$ cat config.mk
export PLATFORM = sky130hd
export DESIGN_NAME = duty_ramp_ctrl_flat
export DESIGN_NICKNAME = d
export VERILOG_FILES = /design/src/rtl/duty_ramp_ctrl_if.sv /design/src/rtl/duty_ramp_ctrl.sv /design/src/flat_wrapper.sv
export SDC_FILE = /design/constraint.sdc
export NUM_CORES = 1
export LEC_CHECK = 0
export ABC_AREA = 1
export CAP_MARGIN = 15
export CORE_MARGIN = 2
export CORE_UTILIZATION = 38
export DETAILED_ROUTE_END_ITERATION = 8
export PLACE_DENSITY = 0.65
export RECOVER_POWER = 50
export SYNTH_ARGS = -nofsm -noshare
export SYNTH_HDL_FRONTEND = slang
export SYNTH_SLANG_ARGS = --single-unit
$ cat constraint.sdc
create_clock -name clk -period 8.2 [get_ports clk]
set_input_delay 2.46 -clock clk [delete_from_list [all_inputs] [get_ports clk]]
set_output_delay 2.46 -clock clk [all_outputs]
set_load 0.01 [all_outputs]
$ cat src/rtl/duty_ramp_ctrl_if.sv
// duty_ramp_ctrl_if: target-offer handshake between a duty-setpoint source
// (master) and duty_ramp_ctrl (slave).
//
// Handshake: the master drives tgt_valid and tgt_duty; the slave drives
// tgt_ready. A target transfers on every rising clk edge where
// tgt_valid && tgt_ready are both 1. The master may hold tgt_valid high for
// as long as it wants; while tgt_ready is 0 the offer is not taken and
// tgt_duty may change freely without effect.
`timescale 1ns/1ps

interface duty_ramp_ctrl_if;
    logic       tgt_valid;
    logic [7:0] tgt_duty;
    logic       tgt_ready;

    modport master (
        output tgt_valid,
        output tgt_duty,
        input  tgt_ready
    );

    modport slave (
        input  tgt_valid,
        input  tgt_duty,
        output tgt_ready
    );
endinterface

$ cat src/rtl/duty_ramp_ctrl.sv
// duty_ramp_ctrl: moves an 8-bit PWM duty toward a requested target by STEP
// once per PWM period (tick), so the downstream PWM never jumps abruptly.
//
// Optional build macro DUTY_RAMP_HOLD_EN adds a 'hold' input that freezes the
// ramp (ticks ignored in RAMP) while the tick counter keeps running.
//
// States: IDLE (accepting targets) and RAMP (stepping on ticks). dbg_state
// exposes the state register (0 = IDLE, 1 = RAMP).
`timescale 1ns/1ps

module duty_ramp_ctrl #(
    parameter int PERIOD_CLKS = 500_000,
    parameter int STEP        = 1
) (
    input  logic                   clk,
    input  logic                   rst,
    duty_ramp_ctrl_if.slave        tgt,
`ifdef DUTY_RAMP_HOLD_EN
    input  logic                   hold,
`endif
    output logic [7:0]             duty_cycle,
    output logic                   busy,
    output logic                   done,
    output logic                   dbg_state
);

    localparam int               CNT_W   = (PERIOD_CLKS > 1) ? $clog2(PERIOD_CLKS) : 1;
    localparam logic [CNT_W-1:0] CNT_MAX = CNT_W'(PERIOD_CLKS - 1);
    localparam logic [8:0]       STEP_9  = 9'(STEP);
    localparam logic [7:0]       STEP_8  = 8'(STEP);

    typedef enum logic {
        S_IDLE = 1'b0,
        S_RAMP = 1'b1
    } state_t;

    state_t           state;
    state_t           state_nxt;
    logic [CNT_W-1:0] cnt;
    logic             tick;
    logic             step_en;
    logic             ready_int;
    logic             accept;
    logic [7:0]       target;
    logic [8:0]       diff_raw;
    logic [8:0]       diff_abs;
    logic             going_up;
    logic             last_step;

    // Free-running period counter; never disturbed by target traffic.
    always_ff @(posedge clk or negedge rst) begin
        if (!rst) begin
            cnt <= '0;
        end else if (cnt == CNT_MAX) begin
            cnt <= '0;
        end else begin
            cnt <= cnt + 1'b1;
        end
    end

    assign tick = (cnt == CNT_MAX);

`ifdef DUTY_RAMP_HOLD_EN
    assign step_en = tick & ~hold;
`else
    assign step_en = tick;
`endif

    assign accept = tgt.tgt_valid & ready_int;

    // Distance to target in 9 bits so 0-255 and 255-0 both stay representable.
    always_comb begin
        diff_raw  = {1'b0, target} - {1'b0, duty_cycle};
        going_up  = ~diff_raw[8];
        diff_abs  = diff_raw[8] ? (9'd0 - diff_raw) : diff_raw;
        last_step = (diff_abs <= STEP_9);
    end

    // State register.
    always_ff @(posedge clk or negedge rst) begin
        if (!rst) begin
            state <= S_IDLE;
        end else begin
            state <= state_nxt;
        end
    end

    // Next-state: start a ramp on a non-trivial target, leave on the final step.
    always_comb begin
        state_nxt = state;
        case (state)
            S_IDLE: begin
                if (accept && (tgt.tgt_duty != duty_cycle)) begin
                    state_nxt = S_RAMP;
                end
            end
            S_RAMP: begin
                if (step_en && last_step) begin
                    state_nxt = S_IDLE;
                end
            end
            default: state_nxt = S_IDLE;
        endcase
    end

    // Moore outputs decoded straight from the state register.
    always_comb begin
        ready_int = (state == S_IDLE);
        busy      = (state == S_RAMP);
        dbg_state = (state == S_RAMP);
    end

    assign tgt.tgt_ready = ready_int;

    // Target latch, duty stepping with clamp to target, and the done pulse.
    always_ff @(posedge clk or negedge rst) begin
        if (!rst) begin
            target     <= 8'd0;
            duty_cycle <= 8'd0;
            done       <= 1'b0;
        end else begin
            done <= 1'b0;
            if ((state == S_IDLE) && accept) begin
                target <= tgt.tgt_duty;
                if (tgt.tgt_duty == duty_cycle) begin
                    done <= 1'b1;
                end
            end else if ((state == S_RAMP) && step_en) begin
                if (last_step) begin
                    duty_cycle <= target;
                    done       <= 1'b1;
                end else if (going_up) begin
                    duty_cycle <= duty_cycle + STEP_8;
                end else begin
                    duty_cycle <= duty_cycle - STEP_8;
                end
            end
        end
    end

endmodule
$ cat src/flat_wrapper.sv
// flat-port wrapper written by rule: the top's interface ports become plain ports
module duty_ramp_ctrl_flat 
#(
    parameter int PERIOD_CLKS = 500_000,
    parameter int STEP        = 1
)
  (clk, rst, duty_cycle, busy, done, dbg_state, tgt_tgt_valid, tgt_tgt_duty, tgt_tgt_ready);
  duty_ramp_ctrl_if tgt_i ();
  input  logic clk;
  input  logic rst;
  output logic [7:0] duty_cycle;
  output logic busy;
  output logic done;
  output logic dbg_state;
  input wire logic [$bits(tgt_i.tgt_valid)-1:0] tgt_tgt_valid;
  input wire logic [$bits(tgt_i.tgt_duty)-1:0] tgt_tgt_duty;
  output wire logic [$bits(tgt_i.tgt_ready)-1:0] tgt_tgt_ready;
  assign tgt_i.tgt_valid = tgt_tgt_valid;
  assign tgt_i.tgt_duty = tgt_tgt_duty;
  assign tgt_tgt_ready = tgt_i.tgt_ready;
  duty_ramp_ctrl #(.PERIOD_CLKS(PERIOD_CLKS), .STEP(STEP)) u_core (.clk(clk), .rst(rst), .tgt(tgt_i), .duty_cycle(duty_cycle), .busy(busy), .done(done), .dbg_state(dbg_state));
endmodule
==> impl_metrics.yaml, run 1 <==
power:
  p_per_area_nw_per_um2: 98.2
  intPower_mw: 0.246
  leakage_nw: 1.71
  p_switching_mw: 0.0700
  switching_share_pct: 22.1
  total_power_mw: 0.316
  p_clk_share_pct: 38.7
  comb_power_share_pct: 3.7
  power_frac_seq_pct: 57.7
  vdd_drop_max_v: 0.0000974
timing:
  worst_pin_slew_ns: 2.00
  rsz0062_at_grt: "no"
  period_share_pct: 47.4
  drv_slew: 38
  tns_ns: 0
  hold_violations: 0
  relSlewSlack_pct: -33.5
  timing.fmax_mhz: 257
  fin_skew_ns: 0.00793
  setup_violations: 0
  period_needed_ns: 3.89
route:
  via_per_inst: 4.84
  vias: 2545
  wl_met3_um: 185
  routed.top_layer: "met4"
  drt-pass1-iter-count: 4
  met1_length_mm: 2.92
  drc: 0
  wl_mm: 6.36
  drt-initial-drc-count: 150
  post_drt_wl_per_cell_um: 12.1
  routed-wl-met2_mm: 3.21
  antenna_left: 0
synth:
  yosysTopAreaCellShare_pct: 32.6
  synthCells: 400
  ys.flop_type: "dfrtp_1"
  synth_top_area_cell: "dfrtp_1"
  synth_nets: 429
  yosysWarnings: 0
  avgSynthCellArea_um2: 7.10
  synth_edf_count: 0
  synth.distinct_cells: 39
  seq_area_frac_synth_pct: 32.6
  ys_top_cells_by_area: "dfrtp_1 33%, nand2_1 14%, inv_1 9.5%"
  yosys_register_bits: 37
  syn_area_um2: 2840
  async_reset_ff_share_pct: 100
setup_path:
  cp_num_cells: 1
  critPathBufInv: 1
  crit_family: "buffers and inverters"
  regToRegEndpoint: "u_core.busy"
  cp-end-kind: "asynchronous set/reset pin"
  path_class: "in2async"
  reg2reg_slack_ns: 4.93
  start_kind: "primary input"
  r2r-start: "u_core.duty_cycle[0]"
  reg2regPathDepth: 16
  path_cells: "clkbuf_1"
  cp.arrival_ns: 3.88
  crit_slowest_cell: "clkbuf_1"
  cp.required_ns: 8.19
  worst_path_largest_cell_delay_ns: 1.40
  path_max_fanout: 37
clock_tree:
  clock-sinks: 37
  cts_buffers: 5
  clk_pin_slew_worst_paths_ns: 0.07
  htree_levels: 2
  cts_hold_buffers: 0
  cts_tree: "built"
  clockBufferDepth: 2
  cts_resized: 0
  cts_root_buf: "clkbuf_8"
  clk_latency_ns: 0.28
  cts_setup_buffers: 0
job:
  cap_violations: 1
placement:
  numPortBuffers: 22
  dpl_cell_area_um2: 3160
  gp_congestion: 0.881
  dpl.hpwl_mm: 4.96
finish:
  fill_cells: 737
  syn2layout_area_growth_pct: 13.3
  layout_commonest_cell: "nand2_1"
  nets: 455
  num_antenna_cells: 0
  design_area_um2: 3220
  final_cell_mix: "107 x nand2_1, 72 x inv_1, 37 x dfrtp_1"
  drive_above_1_share_pct: 8.67
global_routing:
  gr-total-overflow: 0
  gr-usage-all-layers_pct: 16.2
  grt_max_degree: 38
  antenna_found_initial: 0
  grt_pass1_vias: 2430
  grt_pass1_wl_mm: 11.0
min_path:
  hold_class: "reg2reg"
  min_from: "u_core.cnt[18]"
  hold_depth: 1
  hold_path_end: "u_core.cnt[18]"
floorplan:
  dieWidth_um: 90.5
  die_area_um2: 8180
  core_um2: 7250
  start_util_pct: 39.2
  io_pins: 23
  rows: 31
  dieHeight_um: 90.5
outcome:
  violations: "max-capacitance violations, max-slew violations"
  status: "finished, violations left"
## cells by family after synthesis
family / Yosys count / share of synthesized area, %
adder cells (fa/ha/maj): 18 / 8.46
AND/OR/NAND/NOR: 213 / 35.8
flip-flops: 37 / 32.6
AO/OA/AOI/OAI: 45 / 9.12
buffers and inverters: 77 / 10.7
XOR/XNOR: 10 / 3.35
## Yosys cell counts (2+ instances only)
library cell,instances
nand2_1,107
inv_1,72
dfrtp_1,37
nand3_1,36
nor2_1,23
o21ai_0,17
a21oi_1,16
ha_1,16
nand2_2,10
nand4_1,9
nand3_2,7
nor3_1,7
xor2_1,7
a21oi_2,3
nand2_4,3
nor2_2,3
fa_1,2
nand3b_1,2
nor4_1,2
xnor2_1,2
## power by group through the flow
stage / Sequential (mW) / Combinational, mW / Clock, mW
floorplan: 0.186 / 0.00240 / 0
global placement: 0.186 / 0.0118 / 0
detailed placement: 0.186 / 0.0121 / 0
CTS: 0.182 / 0.0121 / 0.125
global route: 0.182 / 0.0133 / 0.135
finish: 0.182 / 0.0115 / 0.122
## worst max path at each step
stage | start | to | slack (ns)
final | rst | u_core.cnt[5] | 4.31
after global routing | rst | u_core.cnt[2] | 3.80
after CTS | u_core.busy | tgt_tgt_ready | 4.29
after detailed placement | tgt_tgt_duty[6] | u_core.busy | 4.14
after global placement | tgt_tgt_duty[6] | u_core.busy | 4.18
after floorplan | tgt_tgt_duty[6] | u_core.busy | 4.82
## stage by stage
step | instances | worst slack [ns] | hold slack [ns] | utilization, %
finish | 526 | 4.31 | 0.475 | 44.4
global route | 526 | 3.80 | 0.511 | 44.4
CTS | 526 | 4.29 | 0.480 | 44.7
detailed placement | 518 | 4.14 | 0.469 | 43.5
global placement | 518 | 4.18 | 0.465 | 43.5
floorplan | 400 | 4.82 | 0.435 | -
## flip-flops by register name, indices dropped and copies added, names as in the netlist
signal	cells
u_core.busy	1
u_core.duty_cycle	8
u_core.target	8
u_core.cnt	19
u_core.done	1
## per-layer routing
metal,vias to the layer above,GRT usage [%]
li1,1338,-
met1,1158,20.4
met2,44,28.9
met3,5,2.75
met4,0,3.59
met5,-,0
## cell type report
cell class	count	area, um2	area share, %
clock buffer	6	72.6	2.25
sequential	37	926	28.8
clock inverter	2	10.0	0.311
timing repair buffer	22	214	6.65
multi-input combinational	286	1590	49.5
inverter	74	280	8.71
tap	99	124	3.85
No activity file was read; power rests on OpenSTA's default activity.
==> run 2: changes to the inputs <==
PLACE_DENSITY = 0.67   (was 0.65)
clock period = 3.3 ns   (was 8.2 ns; I/O delays follow)
==> impl_metrics.yaml, run 2 (same netlist as run 1, synthesis figures left out) <==
outcome:
  status: "finished, violations left"
  violations: "max-capacitance violations, max-slew violations"
route:
  drt-pass1-iter-count: 4
  vias: 2563
  drt-initial-drc-count: 153
  antenna_left: 0
  via_per_inst: 4.86
  drc: 0
  wl_mm: 6.45
  post_drt_wl_per_cell_um: 12.2
finish:
  largest-register: "u_core.cnt"
  syn2layout_area_growth_pct: 16.3
  num_antenna_cells: 0
  layout_commonest_cell: "nand2_1"
  fill_cells: 743
  drive_above_1_share_pct: 10.0
  nets: 456
  largest_reg_flops: 19
  final_cell_mix: "107 x nand2_1, 72 x inv_1, 36 x nand3_1, 36 x dfrtp_1, 24 x nor2_1"
  postLayoutCoreUtil_pct: 45.5
  reg_top3: "u_core.cnt: 19 flops, u_core.duty_cycle: 8 flops, u_core.target: 8 flops"
global_routing:
  grt_max_degree: 38
  grt_pass1_wl_mm: 11.4
  gr-total-overflow: 0
  antenna_found_initial: 0
  gr-usage-all-layers_pct: 16.8
  grt_pass1_vias: 2542
power:
  vdd_drop_max_v: 0.000219
  p_per_area_nw_per_um2: 286
  leakage_nw: 1.74
clock_tree:
  cts_buffers: 5
  clock-sinks: 37
  cts_hold_buffers: 0
  clk_latency_ns: 0.29
  cts_setup_buffers: 0
  clockBufferDepth: 2
  clk_pin_slew_worst_paths_ns: 0.08
  cts_root_buf: "clkbuf_8"
  htree_levels: 2
  cts_tree: "built"
floorplan:
  dieWidth_um: 90.5
  core_um2: 7250
  die_area_um2: 8180
  start_util_pct: 39.2
  dieHeight_um: 90.5
  rows: 31
  io_pins: 23
setup_path:
  cp-end-kind: "flop"
  cp.arrival_ns: 3.20
  cp.required_ns: 3.52
  start_kind: "flop"
  path_class: "reg2reg"
  path_max_fanout: 10
  startpoint: "u_core.duty_cycle[0]"
  r2r-start: "u_core.duty_cycle[0]"
timing:
  drv_slew: 38
  period_needed_ns: 2.98
  rsz0062_at_grt: "no"
  setup_violations: 0
  hold_violations: 0
  tns_ns: 0
  relSlewSlack_pct: -32.8
  fin_skew_ns: 0.00643
  timing.fmax_mhz: 336
  worst_pin_slew_ns: 1.99
  period_share_pct: 90.3
placement:
  numPortBuffers: 22
  dpl.hpwl_mm: 5.05
  gp_congestion: 0.897
min_path:
  min_from: "u_core.cnt[18]"
  hold_class: "reg2reg"
job:
  cap_violations: 1
==> run 2: per-stage QoR <==
step	setup slack, ns	hold WS, ns	instance area, um2	cells	power, mW
after detailed placement	0.264	0.463	3160	519	0.492
final	0.321	0.486	3300	527	0.944
after global routing	0.0194	0.511	3300	527	0.981
after global placement	0.349	0.462	3160	519	0.492
after floorplan	0.491	0.435	2840	400	0.468
after CTS	0.200	0.480	3300	527	0.955
==> run 2: critical path, stage by stage, from the launching register on <==
cell and delay [ns]:
dfrtp_2 0.46, ha_1 0.21, inv_1 0.12, fa_2 0.27
nand3_1 0.11, nand2_2 0.13, nand3_2 0.09, nand2_4 0.12
inv_4 0.08, ha_1 0.34, a21oi_1 0.21, o21ai_2 0.10
a21oi_1 0.13, nor2_1 0.05, nor2_1 0.11, xnor2_1 0.12
inv_1 0.05, nand2_1 0.06, nand3_1 0.06, nand2_1 0.09
==> run 2: worst paths after layout <==
path | cells past startpoint | slack [ns] | to
max | 19 | 0.32 | u_core.duty_cycle[6]
min | 1 | 0.49 | u_core.cnt[18]
max reg2reg | 19 | 0.32 | u_core.duty_cycle[6]
min reg2reg | 1 | 0.49 | u_core.cnt[18]
max in group asynchronous | 1 | 0.76 | u_core.duty_cycle[0]
min in group asynchronous | 1 | 1.26 | u_core.cnt[15]
==> run 2: final cells by class <==
class	count	area [um2]	area share (%)
Timing Repair Buffer	23	221	6.71
Multi-Input combinational cell	286	1620	48.9
Clock buffer	5	68.8	2.08
Sequential cell	37	927	28.1
Inverter	74	280	8.49
Tap cell	99	124	3.75
Clock inverter	3	65.1	1.97
==> run 2: timing repair <==
item / in CTS / in global routing
endpoints found under the hold margin: 0 / 0
endpoints found under the setup margin: 0 / 1
gates resized for setup: 0 / 4
==> run 2: power breakdown <==
part / switching [mW] / leakage [nW] / internal (mW)
sequential: 0 / 0.496 / 0.453
combinational: 0.0169 / 1.18 / 0.0123
clock: 0.161 / 0.0681 / 0.300
total: 0.178 / 1.74 / 0.766
==> run 2: per-layer routing <==
layer / vias up / wire length (um) / GRT usage (%)
li1: 1337 / - / -
met1: 1177 / 2930 / 20.9
met2: 39 / 3210 / 29.8
met3: 10 / 170 / 2.42
met4: 0 / 138 / 5.64
met5: - / 0 / 0
==> run 3: changes to the inputs <==
PLACE_DENSITY = default   (was 0.67)
PLACE_DENSITY_LB_ADDON = 0.2   (was default)
==> impl_metrics.yaml, run 3 (same netlist as run 1, synthesis figures left out) <==
timing:
  period_share_pct: 91.2
  timing.fmax_mhz: 332
  drv_slew: 38
  setup_violations: 0
  rsz0062_at_grt: "no"
  fin_skew_ns: 0.00556
  period_needed_ns: 3.01
  tns_ns: 0
  hold_violations: 0
  worst_pin_slew_ns: 2.01
  relSlewSlack_pct: -33.9
route:
  met1_length_mm: 3.34
  routed.top_layer: "met4"
  via_per_inst: 4.93
  antenna_left: 0
  routed-wl-met2_mm: 2.94
  wl_met3_um: 325
  drt-initial-drc-count: 151
  wl_mm: 6.74
  drc: 0
  drt-pass1-iter-count: 5
  post_drt_wl_per_cell_um: 12.8
  vias: 2594
placement:
  gp_congestion: 0.918
  dpl.hpwl_mm: 5.16
  dpl_cell_area_um2: 3160
  numPortBuffers: 22
global_routing:
  grt_pass1_wl_mm: 11.5
  grt_pass1_vias: 2386
  antenna_found_initial: 0
  gr-total-overflow: 0
  grt_max_degree: 38
  gr-usage-all-layers_pct: 17.3
finish:
  final_cell_mix: "107 x nand2_1, 72 x inv_1, 36 x nand3_1, 36 x dfrtp_1, 24 x nor2_1"
  reg_top3: "u_core.cnt: 19 flops, u_core.duty_cycle: 8 flops, u_core.target: 8 flops"
  largest_reg_flops: 19
  syn2layout_area_growth_pct: 15.1
  layout_commonest_cell: "nand2_1"
  drive_above_1_share_pct: 9.37
  num_antenna_cells: 0
  nets: 455
  fill_cells: 759
  design_area_um2: 3270
  largest-register: "u_core.cnt"
power:
  intPower_mw: 0.692
  p_switching_mw: 0.196
  comb_power_share_pct: 3.3
  leakage_nw: 1.72
  p_per_area_nw_per_um2: 272
  switching_share_pct: 22.1
  p_clk_share_pct: 45.8
  vdd_drop_max_v: 0.000175
  power_frac_seq_pct: 51.0
clock_tree:
  htree_levels: 2
  clk_pin_slew_worst_paths_ns: 0.08
  cts_root_buf: "clkbuf_8"
  cts_hold_buffers: 0
  clockBufferDepth: 2
  clock-sinks: 37
  cts_buffers: 5
  clk_latency_ns: 0.29
  cts_tree: "built"
min_path:
  min_from: "u_core.cnt[18]"
  hold_path_end: "u_core.cnt[18]"
  hold_class: "reg2reg"
  hold_depth: 1
setup_path:
  path_class: "reg2reg"
  cp-end-kind: "flop"
  reg2reg_slack_ns: 0.29
  cp.arrival_ns: 3.24
  start_kind: "flop"
  path_max_fanout: 10
  regToRegEndpoint: "u_core.duty_cycle[6]"
  cp.required_ns: 3.53
  reg2regPathDepth: 19
  r2r-start: "u_core.duty_cycle[0]"
floorplan:
  die_area_um2: 8180
  rows: 31
  dieHeight_um: 90.5
  io_pins: 23
  core_um2: 7250
  dieWidth_um: 90.5
  start_util_pct: 39.2
job:
  cap_violations: 1
outcome:
  status: "finished, violations left"
  violations: "max-capacitance violations, max-slew violations"
==> run 3: worst max-delay path by stage <==
stage,from,slack (ns),endpoint
5_1_grt,u_core.duty_cycle[0],0.02,u_core.duty_cycle[6]
6_report,u_core.duty_cycle[0],0.29,u_core.duty_cycle[6]
3_3_place_gp,u_core.duty_cycle[0],0.34,u_core.duty_cycle[6]
3_5_place_dp,u_core.duty_cycle[0],0.22,u_core.duty_cycle[6]
2_1_floorplan,u_core.duty_cycle[0],0.49,u_core.duty_cycle[6]
4_1_cts,u_core.duty_cycle[0],0.17,u_core.duty_cycle[6]
==> run 3: layer usage <==
layer	track usage (%)	up-vias
met2	26.0	47
met1	24.7	1198
li1	-	1338
met3	3.67	11
met4	6.03	0
met5	0	-
==> run 3: per-stage QoR <==
step | worst slack (ns) | util, % | std cells | total power [mW] | hold WS (ns)
2_1_floorplan | 0.491 | - | 400 | 0.468 | 0.435
3_3_place_gp | 0.340 | 43.5 | 518 | 0.492 | 0.470
3_5_place_dp | 0.221 | 43.5 | 518 | 0.492 | 0.477
4_1_cts | 0.175 | 45.1 | 526 | 0.897 | 0.482
5_1_grt | 0.0226 | 45.1 | 526 | 0.922 | 0.519
6_report | 0.290 | 45.1 | 526 | 0.889 | 0.480
==> run 3: final cells by class <==
cell class	instances	area, um2	area share, %
clock buffers	6	72.6	2.22
clock inverters	2	38.8	1.19
inverters	74	280	8.58
multi-input cells	286	1610	49.3
flip-flops and latches	37	927	28.4
well taps	99	124	3.79
repair buffers	22	214	6.55
==> run 3: critical path, cell delays in order (launching register included) <==
cell and delay (ns):
dfrtp_2 0.46, ha_1 0.21, inv_1 0.12, fa_2 0.27
nand3_1 0.12, nand2_2 0.13, nand3_2 0.09, nand2_4 0.12
inv_4 0.08, ha_1 0.38, nand2_1 0.08, o21ai_1 0.24
a21oi_1 0.10, nor2_1 0.10, nor2_1 0.05, xnor2_1 0.12
inv_1 0.05, nand2_1 0.06, nand3_1 0.07, nand2_1 0.09
==> run 3: timing repair <==
| item | 4_1_cts | 5_1_grt |
|---|---|---|
| endpoints found under the setup margin | 0 | 2 |
| resized for setup | 0 | 3 |
| setup buffers | 0 | 0 |
==> run 3: power by group through the flow <==
stage / combinational [mW] / clock (mW) / sequential, mW
2_1_floorplan: 0.00595 / 0 / 0.462
3_3_place_gp: 0.0301 / 0 / 0.462
3_5_place_dp: 0.0304 / 0 / 0.462
4_1_cts: 0.0303 / 0.414 / 0.453
5_1_grt: 0.0331 / 0.436 / 0.453
6_report: 0.0290 / 0.407 / 0.453
